$ cat src/rtl/sim_trap_monitor.sv
// sim_trap_monitor
//
// Simulation-end responder. It watches the core's commit lanes for the trap
// instruction (ebreak, 0x00100073) and decides how simulation ended:
//   good trap (a0 == 0), bad trap (a0 != 0), or a hang caught by a watchdog
//   that counts consecutive cycles without any commit.
// It also keeps cycle and retired-instruction statistics for the bench.
//
// Ports
//   clock         in   rising-edge clock
//   reset         in   synchronous, active-high; forces IDLE and clears all outputs
//   commit_valid  in   [COMMIT_W]      lane i retires this cycle (lane 0 oldest)
//   commit_inst   in   [32*COMMIT_W]   instruction word per lane, lane i at [32i+31:32i]
//   commit_pc     in   [XLEN*COMMIT_W] PC per lane, same packing
//   commit_a0     in   [XLEN]          architectural a0 seen by the trapping lane
//   sim_done      out  sticky end-of-simulation flag
//   sim_status    out  0 running, 1 good trap, 2 bad trap, 3 timeout
//   trap_pc       out  PC of the trapping instruction (0 on timeout)
//   cycle_cnt     out  cycles spent in RUN
//   instr_cnt     out  instructions retired, including the trap
module sim_trap_monitor #(
  parameter int COMMIT_W = 2,
  parameter int XLEN     = 32,
  parameter int TIMEOUT  = 4096,
  parameter int CNT_W    = 64
) (
  input  logic                     clock,
  input  logic                     reset,
  input  logic [COMMIT_W-1:0]      commit_valid,
  input  logic [32*COMMIT_W-1:0]   commit_inst,
  input  logic [XLEN*COMMIT_W-1:0] commit_pc,
  input  logic [XLEN-1:0]          commit_a0,
  output logic                     sim_done,
  output logic [1:0]               sim_status,
  output logic [XLEN-1:0]          trap_pc,
  output logic [CNT_W-1:0]         cycle_cnt,
  output logic [CNT_W-1:0]         instr_cnt
);

  localparam logic [31:0] EBREAK   = 32'h0010_0073;
  localparam int          WD_W     = (TIMEOUT > 1) ? $clog2(TIMEOUT) : 1;
  localparam logic [1:0]  ST_RUN   = 2'd0;
  localparam logic [1:0]  ST_GOOD  = 2'd1;
  localparam logic [1:0]  ST_BAD   = 2'd2;
  localparam logic [1:0]  ST_TMO   = 2'd3;

  typedef enum logic [1:0] {
    S_IDLE,
    S_RUN,
    S_DONE
  } state_t;

  state_t            state, state_nxt;
  logic [WD_W-1:0]   wd, wd_nxt;
  logic              done_nxt;
  logic [1:0]        status_nxt;
  logic [XLEN-1:0]   pc_nxt;
  logic [CNT_W-1:0]  cyc_nxt;
  logic [CNT_W-1:0]  instr_nxt;

  logic              any_commit;
  logic              trap_hit;
  logic [XLEN-1:0]   trap_lane_pc;
  logic [CNT_W-1:0]  retire_cnt;

  // Lane scan, oldest first. Lanes are counted up to and including the first
  // valid ebreak; anything younger than the trap never architecturally retires.
  always_comb begin
    trap_hit     = 1'b0;
    trap_lane_pc = '0;
    retire_cnt   = '0;
    for (int i = 0; i < COMMIT_W; i++) begin
      if (commit_valid[i] && !trap_hit) begin
        retire_cnt = retire_cnt + CNT_W'(1);
        if (commit_inst[32*i +: 32] == EBREAK) begin
          trap_hit     = 1'b1;
          trap_lane_pc = commit_pc[XLEN*i +: XLEN];
        end
      end
    end
  end

  assign any_commit = |commit_valid;

  // Next-state and next-output logic. IDLE and RUN share the same datapath:
  // the first committing cycle already counts as a RUN cycle, so a trap there
  // finishes with cycle_cnt = 1. A commit always clears the watchdog, which is
  // why a trap can never collide with a timeout.
  always_comb begin
    state_nxt  = state;
    wd_nxt     = wd;
    done_nxt   = sim_done;
    status_nxt = sim_status;
    pc_nxt     = trap_pc;
    cyc_nxt    = cycle_cnt;
    instr_nxt  = instr_cnt;

    case (state)
      S_IDLE, S_RUN: begin
        if (any_commit) begin
          wd_nxt    = '0;
          state_nxt = S_RUN;
          cyc_nxt   = cycle_cnt + CNT_W'(1);
          instr_nxt = instr_cnt + retire_cnt;
          if (trap_hit) begin
            state_nxt  = S_DONE;
            done_nxt   = 1'b1;
            status_nxt = (commit_a0 == '0) ? ST_GOOD : ST_BAD;
            pc_nxt     = trap_lane_pc;
          end
        end else begin
          if (state == S_RUN) begin
            cyc_nxt = cycle_cnt + CNT_W'(1);
          end
          if (wd == WD_W'(TIMEOUT - 1)) begin
            state_nxt  = S_DONE;
            done_nxt   = 1'b1;
            status_nxt = ST_TMO;
            pc_nxt     = '0;
          end else begin
            wd_nxt = wd + WD_W'(1);
          end
        end
      end
      S_DONE: begin
        state_nxt = S_DONE;
      end
      default: begin
        state_nxt  = S_IDLE;
        status_nxt = ST_RUN;
      end
    endcase
  end

  // State and output registers; reset is synchronous and wins in every state.
  always_ff @(posedge clock) begin
    if (reset) begin
      state      <= S_IDLE;
      wd         <= '0;
      sim_done   <= 1'b0;
      sim_status <= ST_RUN;
      trap_pc    <= '0;
      cycle_cnt  <= '0;
      instr_cnt  <= '0;
    end else begin
      state      <= state_nxt;
      wd         <= wd_nxt;
      sim_done   <= done_nxt;
      sim_status <= status_nxt;
      trap_pc    <= pc_nxt;
      cycle_cnt  <= cyc_nxt;
      instr_cnt  <= instr_nxt;
    end
  end

endmodule
$ cat config.mk
export PLATFORM = sky130hd
export DESIGN_NAME = sim_trap_monitor
export DESIGN_NICKNAME = d
export VERILOG_FILES = /design/src/rtl/sim_trap_monitor.sv
export SDC_FILE = /design/constraint.sdc
export NUM_CORES = 1
export LEC_CHECK = 0
export BUFFER_PORTS_ARGS = -buffer_cell sky130_fd_sc_hd__clkbuf_2
export CORE_ASPECT_RATIO = 0.9
export CORE_MARGIN = 1
export CORE_UTILIZATION = 40
export CTS_BUF_LIST = sky130_fd_sc_hd__clkbuf_4 sky130_fd_sc_hd__clkbuf_8 sky130_fd_sc_hd__clkbuf_16
export CTS_CLUSTER_DIAMETER = 100
export DETAILED_ROUTE_END_ITERATION = 6
export PLACE_DENSITY_LB_ADDON = 0.3
export SETUP_SLACK_MARGIN = 0.02
export SYNTH_ARGS = -nofsm -noshare
export SYNTH_HDL_FRONTEND = slang
export SYNTH_SLANG_ARGS = --single-unit
$ cat constraint.sdc
create_clock -name clock -period 7.5 [get_ports clock]
set_clock_uncertainty 0.15 [all_clocks]
set_input_delay 1.125 -clock clock [delete_from_list [all_inputs] [get_ports clock]]
set_output_delay 1.125 -clock clock [all_outputs]
set_load 0.01 [all_outputs]
* After elaboration in Yosys (flattened, before gate mapping) *
Index checks and enable logic that the tools add are counted.

word-level totals
  flip-flop bits (word level) = 177
  latch bits = 0
  bits in writable memories = 0
  ROM bits = 0
  bits of input ports = 164
  memories = 0

operators by class
  $add $sub $neg = 4
  multipliers = 0
  divide/modulo/power cells = 0
  order comparisons = 0
  equality and inequality tests = 9
  shifts and indexed selects = 0
  multiplexer cells = 29
  bitwise logic cells = 1
  reductions and logical operators = 13

operators by type and width
  cell                                                   number
  2-to-1 mux 32 bit                                      7
  2-to-1 mux 64 bit                                      3
  adder 64 x 1 -> 64 bit, second input constant          2
  adder 64 bit                                           1
  equality test 32 x 21 -> 1 bit, second input constant  2
  zero test 32 bit                                       1
  2-to-1 mux 12 bit                                      2
  2-to-1 mux 2 bit                                       7
  adder 12 x 1 -> 12 bit, second input constant          1
  equality test 12 bit, second input constant            1
  2-to-1 mux 1 bit                                       8
  one-hot mux 2 bit (2 select lines)                     2
  inequality test 3 bit, second input constant           2
  AND reduction 2 bit                                    3
  AND reduction 3 bit                                    2
  nonzero test 2 bit                                     2
  OR reduction 2 bit                                     2
  equality test 2 x 1 -> 1 bit, second input constant    1
  equality test 2 bit, second input constant             1
  zero test 2 bit                                        1
  inequality test 2 x 1 -> 1 bit, second input constant  1
  inequality test 2 bit, second input constant           1
  logical AND 1 bit                                      1
  zero test 1 bit                                        1
  NOT 1 bit                                              1

* Depth between registers and ports, before layout *
Gate-level depths: netlist of the first run.

  depth in word-level cells = 9
  mapped depth = 17
  gate-level depth less buffers = 14

* Worst setup path after synthesis of the first run *
Ideal clock, no wire load.

  kind = input port to flip-flop
  from = input port commit_inst[31]
  to = register instr_cnt[56]
  library setup time = 70 ps
  arrival = 5028 ps
  data required time = 7280 ps
  path slack = 2251 ps
  stages on the path = 17
  buffers on the path = 3
  cells stage by stage = nor4b_1 -> nand4_1 -> or4_1 -> clkbuf_1 -> clkbuf_1 -> and2_1 -> ha_1 -> ha_1 -> inv_1 -> fa_1 -> nand3b_1 -> nor4_1 -> nand3_1 -> or3_1 -> clkbuf_1 -> or3_1 -> a21oi_1

on the way
  longest elaborated chain between the ends = 7

ends and longest elaborated chain
  what                            RTL line  RTL
  start, declared                 30        input logic [32*COMMIT_W-1:0] commit_inst,
  equality test 32 x 21 -> 1 bit  75        if (commit_inst[32*i +: 32] == EBREAK) begin
  2-to-1 mux 1 bit                75
  2-to-1 mux 1 bit                73        if (commit_valid[i] && !trap_hit) begin
  zero test 1 bit                 73
  logical AND 1 bit               73
  2-to-1 mux 64 bit               73
  adder 64 bit                    104       instr_nxt = instr_cnt + retire_cnt;
  end signal, assigned            152       instr_cnt <= instr_nxt;
  end, declared                   37        output logic [CNT_W-1:0] instr_cnt

No other way between the ends.
A chain may end at the register's enable or synchronous reset.

* Worst setup path after layout of the first run *
  from = input port commit_inst[0]
  to = register instr_cnt[54]

Same word-level chain as after synthesis.

==> impl_metrics.csv, run 1 <==
group,metric,value,unit
timing,rsz0062_at_grt,"no",
floorplan,dieArea,21500,µm²
clock_tree,cts_resized,0,
global_routing,grt.overflow.total,0,
worst_setup_path,crit_slowest_cell,"or4_1",
clock_tree,cts_tree,"yes",
power,clkPwrFrac,0.457,
worst_setup_path,cp_max_fo,33,
place,dp_slack,1310,ps
cells_and_area,area_growth,29.0,%
global_routing,antenna_found_initial,1,
clock_tree,htree_levels,4,
power,leakage,0.00463,µW
timing,finalCriticalPeriod,5820,ps
clock_tree,clock_path_buffers,2,
status,status,"completed",
detailed_routing,vias,8489,
detailed_routing,wl_per_cell,14.8,µm
clock_tree,cts_hold_buffers,0,
timing,slew_headroom,0.260,
detailed_routing,drt-pass1-iter-count,7,
global_routing,grt_pass1_wl,37500,µm
cells_and_area,layout_common_cells,"clkbuf_2, dfxtp_1, nor2_1",
worst_setup_path,worstReg2RegStart,"state[1]",
cells_and_area,layout_commonest_cell,"clkbuf_2",
timing,timing.final.ws_setup,1680,ps
yosys,syn_area_per_cell,8.09,µm²
global_routing,grt_max_degree,95,
floorplan,coreArea,20200,µm²
yosys,ys_warn_count,0,
cells_and_area,drive_gt1_frac,0.281,
yosys,synth_edf_count,0,
global_routing,grt.total_usage,0.216,
worst_hold_path,hold_class,"reg2reg",
detailed_routing,drc_errors,0,
worst_setup_path,rr_endpoint,"instr_cnt[61]",
clock_tree,cts.sinks,177,
place,place_area,10200,µm²
clock_tree,cts_made_buffers,17,
power,p_switching,487,µW
floorplan,start_util,0.414,
worst_setup_path,crit_family,"simple AND/OR/NAND/NOR gates",
worst_setup_path,ff2ff_setup_slack,4400,ps
worst_setup_path,critPathLaunchType,"primary input",
worst_hold_path,min_delay_path_depth,1,
worst_setup_path,cp.arrival,6010,ps
worst_hold_path,hold_path_startpoint,"trap_pc[20]",
cells_and_area,postLayoutCoreUtil,0.534,
detailed_routing,via_per_inst,5.28,
timing,finalMaxSlewViolations,0,
worst_hold_path,hold_end,"trap_pc[20]",
cells_and_area,fin_nets,1508,
power,powerDensity,181,nW/µm²
detailed_routing,final_antenna_net_count,0,
timing,finalSetupViolations,0,
power,p_total,1960,µW
power,ir_drop,0.000117,V
worst_setup_path,ff2ff_path_depth,6,
yosys,synthesis.area,8380,µm²
clock_tree,path_clk_slew,70,ps
worst_setup_path,crit_required,7690,ps
yosys,synth_flop_cell,"dfxtp_1",
yosys,synth_seq_area_share,0.423,
yosys,synth_seq_cells,177,
worst_setup_path,crit_type,"in2reg",
clock_tree,cts_root_buf,"clkbuf_16",
place,gp_congestion,0.917,
yosys,syn-num-nets,1205,
worst_setup_path,path_cells,"clkbuf_2, nor4bb_1, nand4_1, or4_1, and2_1, ha_1, ha_1, inv_1, fa_1, nand3b_1, nor4_1, nand3_1, or3_1, or3_1, a21oi_1",
place,io_buffers,326,
clock_tree,cts_setup_buffers,0,
power,power.internal,1470,µW
timing,finalSetupTns,0,ps
power,p_sw_frac,0.249,
flow_run,max-cap-violations,0,
clock_tree,insertion_delay,430,ps
worst_setup_path,cp-end-kind,"flip-flop",
global_routing,grt_pass1_vias,7611,
place,dp_hpwl,17700,µm
worst_setup_path,cp_num_buf_inv,2,
yosys,synth_cells,1035,
yosys,async_reset_ff_frac,0,
floorplan,row_count,49,
timing,hold_viol_final,0,
cells_and_area,stdcell_area,10800,µm²
floorplan,die_w,155,µm
yosys,yosysUniqueCellTypes,49,
power,seqPwrFrac,0.487,
detailed_routing,drtIter0Drc,393,
worst_setup_path,cpPeakStageDelay,1060,ps
detailed_routing,drt_wl_total,23800,µm
floorplan,die_h,139,µm
timing,finalCritPeriodShare,0.776,
timing,fmax,172,MHz
power,combPwrFrac,0.057,
timing,worstMarginPinSlew,1110,ps
floorplan,io_pins,327,
-- layer usage --
metal,routed length [µm],track usage,up-vias,part of all wire
li1,-,-,4291,-
met1,10600,0.276,3916,0.45
met2,11500,0.365,249,0.48
met3,1120,0.0389,33,0.047
met4,538,0.0730,0,0.023
met5,0,0,-,0
-- power groups by stage --
stage	sequential (µW)	combinational, µW	clock (µW)
finish	952	111	894
global route	953	122	958
CTS	952	111	918
detailed placement	974	111	0
global placement	974	110	0
floorplan	974	47.6	0
-- registers in the layout, indices dropped and copies added, names as in the netlist --
register / count
cycle_cnt: 64
wd: 12
instr_cnt: 64
state: 2
sim_status: 2
trap_pc: 32
sim_done: 1
-- cell families after synthesis --
group | share of synthesized area
simple gates | 0.316
flops | 0.423
compound gates | 0.122
xor+xnor | 0.0962
buf+inv | 0.0320
fa+ha+maj | 0.00986
mux | 0.00119
-- metrics by stage --
| stage | hold WS, ps | std cells |
|---|---|---|
| after CTS | 305 | 1606 |
| after global routing | 320 | 1607 |
| after floorplan | 305 | 1035 |
| after detailed placement | 289 | 1574 |
| after global placement | 284 | 1574 |
| final | 302 | 1607 |
-- cell type report --
type / instances / area [µm²]
inverter: 20 / 75.1
clock inverter: 15 / 173
sequential: 177 / 3540
timing repair buffer: 332 / 1680
antenna: 1 / 2.50
multi-input combinational: 790 / 4590
clock buffer: 17 / 425
fill: 1977 / 9430
tap: 255 / 319
-- how the worst max path moves through the flow --
stage	start	endpoint	slack (ps)	cells after the start
2_1_floorplan	commit_inst[31]	instr_cnt[56]	2250	17
3_3_place_gp	commit_inst[0]	instr_cnt[50]	1380	15
3_5_place_dp	commit_inst[0]	instr_cnt[54]	1310	15
4_1_cts	commit_inst[0]	instr_cnt[54]	1740	15
5_1_grt	commit_valid[0]	instr_cnt[56]	1400	15
6_report	commit_inst[0]	instr_cnt[54]	1680	15
-- synthesized netlist by cell type (2+ instances only) --
library cell | n | share of area
or4_1 | 9 | 0.0081
ha_1 | 5 | 0.0075
nor2_1 | 136 | 0.061
nor4_2 | 6 | 0.0090
or2_2 | 2 | 0.0015
dfxtp_1 | 177 | 0.42
nand4_2 | 2 | 0.0030
a31oi_1 | 2 | 0.0015
xor2_1 | 57 | 0.060
buf_2 | 4 | 0.0024
xnor2_1 | 35 | 0.037
o21a_1 | 2 | 0.0018
a22oi_1 | 2 | 0.0018
nor3_1 | 26 | 0.016
nand4_1 | 42 | 0.031
a211oi_1 | 5 | 0.0045
nand2_1 | 99 | 0.044
o31ai_1 | 6 | 0.0054
or3_1 | 37 | 0.028
inv_1 | 20 | 0.0090
nor4b_1 | 2 | 0.0021
buf_1 | 6 | 0.0027
a21o_1 | 33 | 0.030
and2_1 | 4 | 0.0030
nor4bb_1 | 2 | 0.0024
nand3_1 | 82 | 0.049
nor4_1 | 28 | 0.021
clkbuf_1 | 37 | 0.017
a21oi_1 | 80 | 0.048
and4_1 | 13 | 0.014
and3_1 | 17 | 0.013
o21bai_1 | 2 | 0.0018
o21ai_0 | 39 | 0.023
-- worst reg2reg max path, stage by stage (launching register included) --
cell      delay (ps)
dfxtp_1          510
o21bai_1         440
nor4_2           670
nand4_1          520
nor4_1           460
xnor2_1          170
nor2_1            50
(Power assumes the default switching activity.)
==> run 2: changes to the inputs <==
==> constraint.sdc (replaced) <==
create_clock -name clock -period 6.08 [get_ports clock]
set_clock_uncertainty 0.15 [all_clocks]
set_input_delay 0.912 -clock clock [delete_from_list [all_inputs] [get_ports clock]]
set_output_delay 0.912 -clock clock [all_outputs]
set_load 0.01 [all_outputs]
==> impl_metrics.csv, run 2 (synthesis results as in run 1) <==
group,metric,value,unit
status,status,"completed",
power,p_switching,609,µW
worst_setup_path,cp-end-kind,"flip-flop",
timing,whs,301,ps
clock_tree,cts_made_buffers,17,
clock_tree,clock_path_buffers,2,
worst_setup_path,worstSetupStartpoint,"commit_inst[0]",
clock_tree,cts_root_buf,"clkbuf_16",
global_routing,grt_max_degree,95,
global_routing,grt.total_usage,0.217,
floorplan,start_util,0.414,
detailed_routing,final_antenna_net_count,0,
place,gp_congestion,0.910,
global_routing,grt.overflow.total,0,
clock_tree,cts_tree,"yes",
power,powerDensity,221,nW/µm²
worst_setup_path,ff2ff_path_depth,9,
power,p_sw_frac,0.256,
cells_and_area,area_growth,28.7,%
power,power.internal,1770,µW
cells_and_area,fin_nets,1509,
global_routing,grt_pass1_vias,7477,
worst_setup_path,rr_endpoint,"instr_cnt[50]",
timing,finalCriticalPeriod,5020,ps
timing,finalSetupViolations,0,
clock_tree,cts_hold_buffers,0,
power,ir_drop,0.000142,V
cells_and_area,largest_registers,"cycle_cnt (64), instr_cnt (64), trap_pc (32)",
worst_setup_path,crit_type,"in2reg",
cells_and_area,drive_gt1_frac,0.281,
global_routing,grt_pass1_wl,37900,µm
cells_and_area,layout_common_cells,"clkbuf_2, dfxtp_1, nor2_1",
clock_tree,path_clk_slew,70,ps
clock_tree,htree_levels,4,
cells_and_area,layout_commonest_cell,"clkbuf_2",
detailed_routing,wl_per_cell,14.8,µm
timing,finalCritPeriodShare,0.825,
timing,rsz0062_at_grt,"no",
clock_tree,cts_setup_buffers,0,
worst_setup_path,crit_slowest_cell,"or4_1",
detailed_routing,vias,8562,
place,dp_slack,687,ps
power,combPwrFrac,0.056,
floorplan,die_w,155,µm
power,p_total,2380,µW
worst_setup_path,ff2ff_setup_slack,2880,ps
worst_setup_path,cp_max_fo,11,
floorplan,coreArea,20200,µm²
worst_setup_path,cpPeakStageDelay,590,ps
detailed_routing,drt_wl_total,23900,µm
worst_hold_path,hold_class,"reg2reg",
global_routing,antenna_found_initial,0,
clock_tree,insertion_delay,440,ps
place,dp_hpwl,17600,µm
detailed_routing,drc_errors,0,
worst_setup_path,cp.arrival,5210,ps
timing,finalMaxSlewViolations,0,
place,io_buffers,326,
worst_setup_path,path_cells,"clkbuf_2, nor4bb_1, nand4_1, or4_1, and2_1, ha_1, ha_1, inv_1, fa_1, nand3b_1, nor4_1, nand3_1, or3_1, or3_1, a21oi_1",
timing,timing.final.ws_setup,1060,ps
worst_setup_path,worstReg2RegStart,"instr_cnt[0]",
clock_tree,cts.sinks,177,
flow_run,max-cap-violations,0,
detailed_routing,drt-pass1-iter-count,5,
clock_tree,cts_resized,0,
timing,fmax,199,MHz
floorplan,row_count,49,
worst_setup_path,crit_required,6280,ps
power,leakage,0.00461,µW
floorplan,dieArea,21500,µm²
timing,finalSetupTns,0,ps
timing,slew_headroom,0.343,
worst_setup_path,endpoint,"instr_cnt[50]",
power,seqPwrFrac,0.494,
floorplan,io_pins,327,
cells_and_area,num-fill-cells,1973,
timing,worstMarginPinSlew,978,ps
power,clkPwrFrac,0.450,
floorplan,die_h,139,µm
worst_setup_path,critPathLaunchType,"primary input",
detailed_routing,drtIter0Drc,579,
timing,hold_viol_final,0,
detailed_routing,via_per_inst,5.32,
==> run 2: area by class of cell <==
cell class / count / area, µm² / share of cell area
antenna: 1 / 2.50 / 0.000232
clock buffer: 17 / 425 / 0.0395
clock inverter: 15 / 144 / 0.0133
inverter: 20 / 75.1 / 0.00696
multi-input combinational: 790 / 4590 / 0.425
sequential: 177 / 3540 / 0.329
tap: 255 / 319 / 0.0296
timing repair buffer: 333 / 1690 / 0.156
==> run 2: worst min-delay path by stage <==
stage                           start           to  slack, ps  cells past startpoint
after floorplan                 wd[4]        wd[4]        300                      1
after global placement    trap_pc[16]  trap_pc[16]        280                      1
after detailed placement   trap_pc[2]   trap_pc[2]        290                      1
after CTS                  trap_pc[2]   trap_pc[2]        300                      1
after global routing      trap_pc[18]  trap_pc[18]        320                      1
final                      trap_pc[2]   trap_pc[2]        300                      1
==> run 2: stage by stage <==
step / cells / util / area (µm²)
finish: 1608 / 0.533 / 10800
global route: 1607 / 0.533 / 10800
CTS: 1607 / 0.533 / 10800
detailed placement: 1575 / 0.505 / 10200
global placement: 1575 / 0.505 / 10200
floorplan: 1035 / - / 8380
==> run 2: per-layer routing <==
metal	track usage	wire (µm)	up-vias
li1	-	-	4284
met1	0.282	10500	3991
met2	0.363	11800	261
met3	0.0396	1220	26
met4	0.0724	412	0
met5	0	0	-
==> run 2: worst max-delay path: cells and delay by family <==
family / cells / cell delay, ps
compound gates: 1 / 190
simple gates: 9 / 3130
fa+ha+maj: 3 / 830
buf+inv: 2 / 160
==> run 2: power by group through the flow <==
stage | logic [µW] | clock network, µW | registers [µW]
3_3_place_gp | 135 | 0 | 1200
3_5_place_dp | 135 | 0 | 1200
2_1_floorplan | 58.7 | 0 | 1200
4_1_cts | 136 | 1100 | 1170
5_1_grt | 149 | 1140 | 1180
6_report | 134 | 1070 | 1170
==> run 3: changes to the inputs <==
--- a/config.mk
+++ b/config.mk
@@ -5,6 +5,7 @@
 export SDC_FILE = /design/constraint.sdc
 export NUM_CORES = 1
 export LEC_CHECK = 0
+export ABC_AREA = 1
 export BUFFER_PORTS_ARGS = -buffer_cell sky130_fd_sc_hd__clkbuf_2
 export CORE_ASPECT_RATIO = 0.9
 export CORE_MARGIN = 1
==> constraint.sdc (replaced) <==
create_clock -name clock -period 4.1 [get_ports clock]
set_clock_uncertainty 0.15 [all_clocks]
set_input_delay 0.615 -clock clock [delete_from_list [all_inputs] [get_ports clock]]
set_output_delay 0.615 -clock clock [all_outputs]
set_load 0.01 [all_outputs]
==> impl_metrics.csv, run 3 <==
group,metric,value,unit
cells_and_area,fin_nets,2259,
detailed_routing,vias,12388,
worst_setup_path,cp-end-kind,"flip-flop",
floorplan,die_h,157,µm
cells_and_area,area_growth,23.3,%
power,ir_drop,0.000227,V
cells_and_area,drive_gt1_frac,0.196,
power,powerDensity,273,nW/µm²
worst_setup_path,crit_slowest_cell,"fa_1",
floorplan,die_w,174,µm
power,leakage,0.00544,µW
clock_tree,cts_tree,"yes",
cells_and_area,regArea,3540,µm²
yosys,synthesis.area,10700,µm²
global_routing,antenna_found_initial,4,
detailed_routing,drt-pass1-iter-count,7,
cells_and_area,layout_commonest_cell,"nand2_1",
cells_and_area,layout_common_cells,"nand2_1, clkbuf_2, nor2_1",
detailed_routing,drtIter0Drc,836,
clock_tree,cts_resized,0,
timing,fmax,304,MHz
yosys,synth_seq_area_share,0.331,
detailed_routing,drc_errors,0,
timing,rsz0062_at_grt,"no",
cells_and_area,multi_input_area,6170,µm²
worst_setup_path,crit_type,"in2reg",
cells_and_area,largest_registers,"cycle_cnt (64), instr_cnt (64), trap_pc (32)",
yosys,async_reset_ff_frac,0,
clock_tree,cts_setup_buffers,0,
clock_tree,cts_root_buf,"clkbuf_16",
yosys,yosysTopAreaCell,"dfxtp_1",
worst_setup_path,critPathLaunchType,"primary input",
timing,finalCriticalPeriod,3290,ps
place,dp_hpwl,28000,µm
yosys,synth_flop_cell,"dfxtp_1",
yosys,ys_warn_count,0,
yosys,yosysUniqueCellTypes,41,
detailed_routing,final_antenna_net_count,0,
floorplan,coreArea,26200,µm²
yosys,syn_area_per_cell,6.01,µm²
flow_run,max-cap-violations,0,
power,p_total,3600,µW
global_routing,grt_max_degree,59,
timing,finalSetupTns,0,ps
clock_tree,cts_made_buffers,17,
place,gp_congestion,0.954,
clock_tree,clock_path_buffers,2,
global_routing,grt_pass1_wl,54900,µm
global_routing,grt.total_usage,0.250,
floorplan,io_pins,327,
worst_setup_path,crit_required,4260,ps
yosys,synth_common_cells,"nand2_1, nor2_1, inv_1, dfxtp_1, a21oi_1",
yosys,yosysTopAreaCellShare,0.331,
timing,finalMaxSlewViolations,0,
detailed_routing,drt_wl_total,35800,µm
status,status,"completed",
yosys,synth_seq_cells,177,
timing,hold_viol_final,0,
detailed_routing,via_per_inst,5.05,
place,io_buffers,326,
yosys,synthTopCellsByArea,"dfxtp_1, nand2_1, nor2_1",
yosys,synth_edf_count,0,
floorplan,row_count,56,
global_routing,grt_pass1_vias,10725,
timing,finalCritPeriodShare,0.803,
timing,finalSetupViolations,0,
floorplan,start_util,0.408,
cells_and_area,num-fill-cells,2681,
worst_setup_path,cp_max_fo,7,
worst_setup_path,path_cells,"clkbuf_2, inv_2, or3_1, nor2_1, nand2_2, inv_2, nor2_1, ha_1, ha_1, inv_1, fa_1, inv_1, nand3_1, nor2_4, nand4_1, nor2_1, xor2_1, nor2_1",
floorplan,dieArea,27400,µm²
timing,slew_headroom,0.408,
worst_setup_path,cp.arrival,3450,ps
clock_tree,htree_levels,4,
worst_setup_path,cp_common_cell,"nor2_1",
clock_tree,cts.sinks,177,
worst_hold_path,hold_class,"reg2reg",
yosys,syn-num-nets,1950,
detailed_routing,wl_per_cell,14.6,µm
clock_tree,insertion_delay,440,ps
clock_tree,path_clk_slew,80,ps
clock_tree,cts_hold_buffers,0,
yosys,synth.most_common_cell,"nand2_1",
yosys,synth_cells,1780,
global_routing,grt.overflow.total,0,
timing,worstMarginPinSlew,887,ps
worst_setup_path,cpPeakStageDelay,380,ps
[run 3: cell types whose count changed after synthesis, moves of 27 or more]
cell,change
nand2_1,+458
nand3_1,+35
a21o_1,-32
a21oi_1,+41
xor2_1,-38
nor2_1,+152
nor3_1,+35
nor4_1,-27
inv_1,+179
or3_1,-36
[run 3: worst paths after layout]
path / from / endpoint / slack, ps / cells after the start
worst min-delay path: sim_done / sim_done / 300 / 2
worst max register to register: cycle_cnt[0] / cycle_cnt[48] / 1620 / 10
worst min register to register: sim_done / sim_done / 300 / 2
worst max-delay path: commit_valid[0] / instr_cnt[34] / 810 / 18
[run 3: report_power, final]
group          switching, µW  leakage [µW]  internal (µW)
logic                    144       0.00373           96.1
registers               12.0       0.00143           1730
clock network            814      0.000281            809
[run 3: metal layers]
layer | track usage | up-vias | routed length [µm]
li1 | - | 6290 | -
met1 | 0.326 | 5589 | 15800
met2 | 0.426 | 458 | 16800
met3 | 0.0372 | 51 | 2480
met4 | 0.0781 | 0 | 755
met5 | 0 | - | 0
[run 3: kinds of logic after synthesis]
group / after synthesis / synth area share
AO/OA/AOI/OAI: 197 / 0.0960
buffers and inverters: 250 / 0.0920
XOR/XNOR: 29 / 0.0237
flip-flops: 177 / 0.331
AND/OR/NAND/NOR: 1121 / 0.449
adder cells (fa/ha/maj): 6 / 0.00772
[run 3: layout make-up]
class	instances	area share
Antenna cell	3	0.000569
Inverter	207	0.0589
Sequential cell	177	0.269
Clock buffer	17	0.0322
Timing Repair Buffer	333	0.128
Clock inverter	15	0.0108
Multi-Input combinational cell	1353	0.468
Tap cell	348	0.0330
[run 3: per-stage QoR]
stage	instance area [µm²]	hold WS, ps	utilization	setup WS [ps]	std cells
after floorplan	10700	294	-	564	1780
after global routing	13200	313	0.503	503	2453
after detailed placement	12600	290	0.481	353	2418
after global placement	12600	288	0.481	459	2418
final	13200	300	0.503	809	2453
after CTS	13200	301	0.503	819	2450
[run 3: critical path, delay by kind of cell]
family / cells / cell delay, ps
AND/OR/NAND/NOR: 9 / 1420
buffers and inverters: 5 / 440
adder cells (fa/ha/maj): 3 / 810
XOR/XNOR: 1 / 170
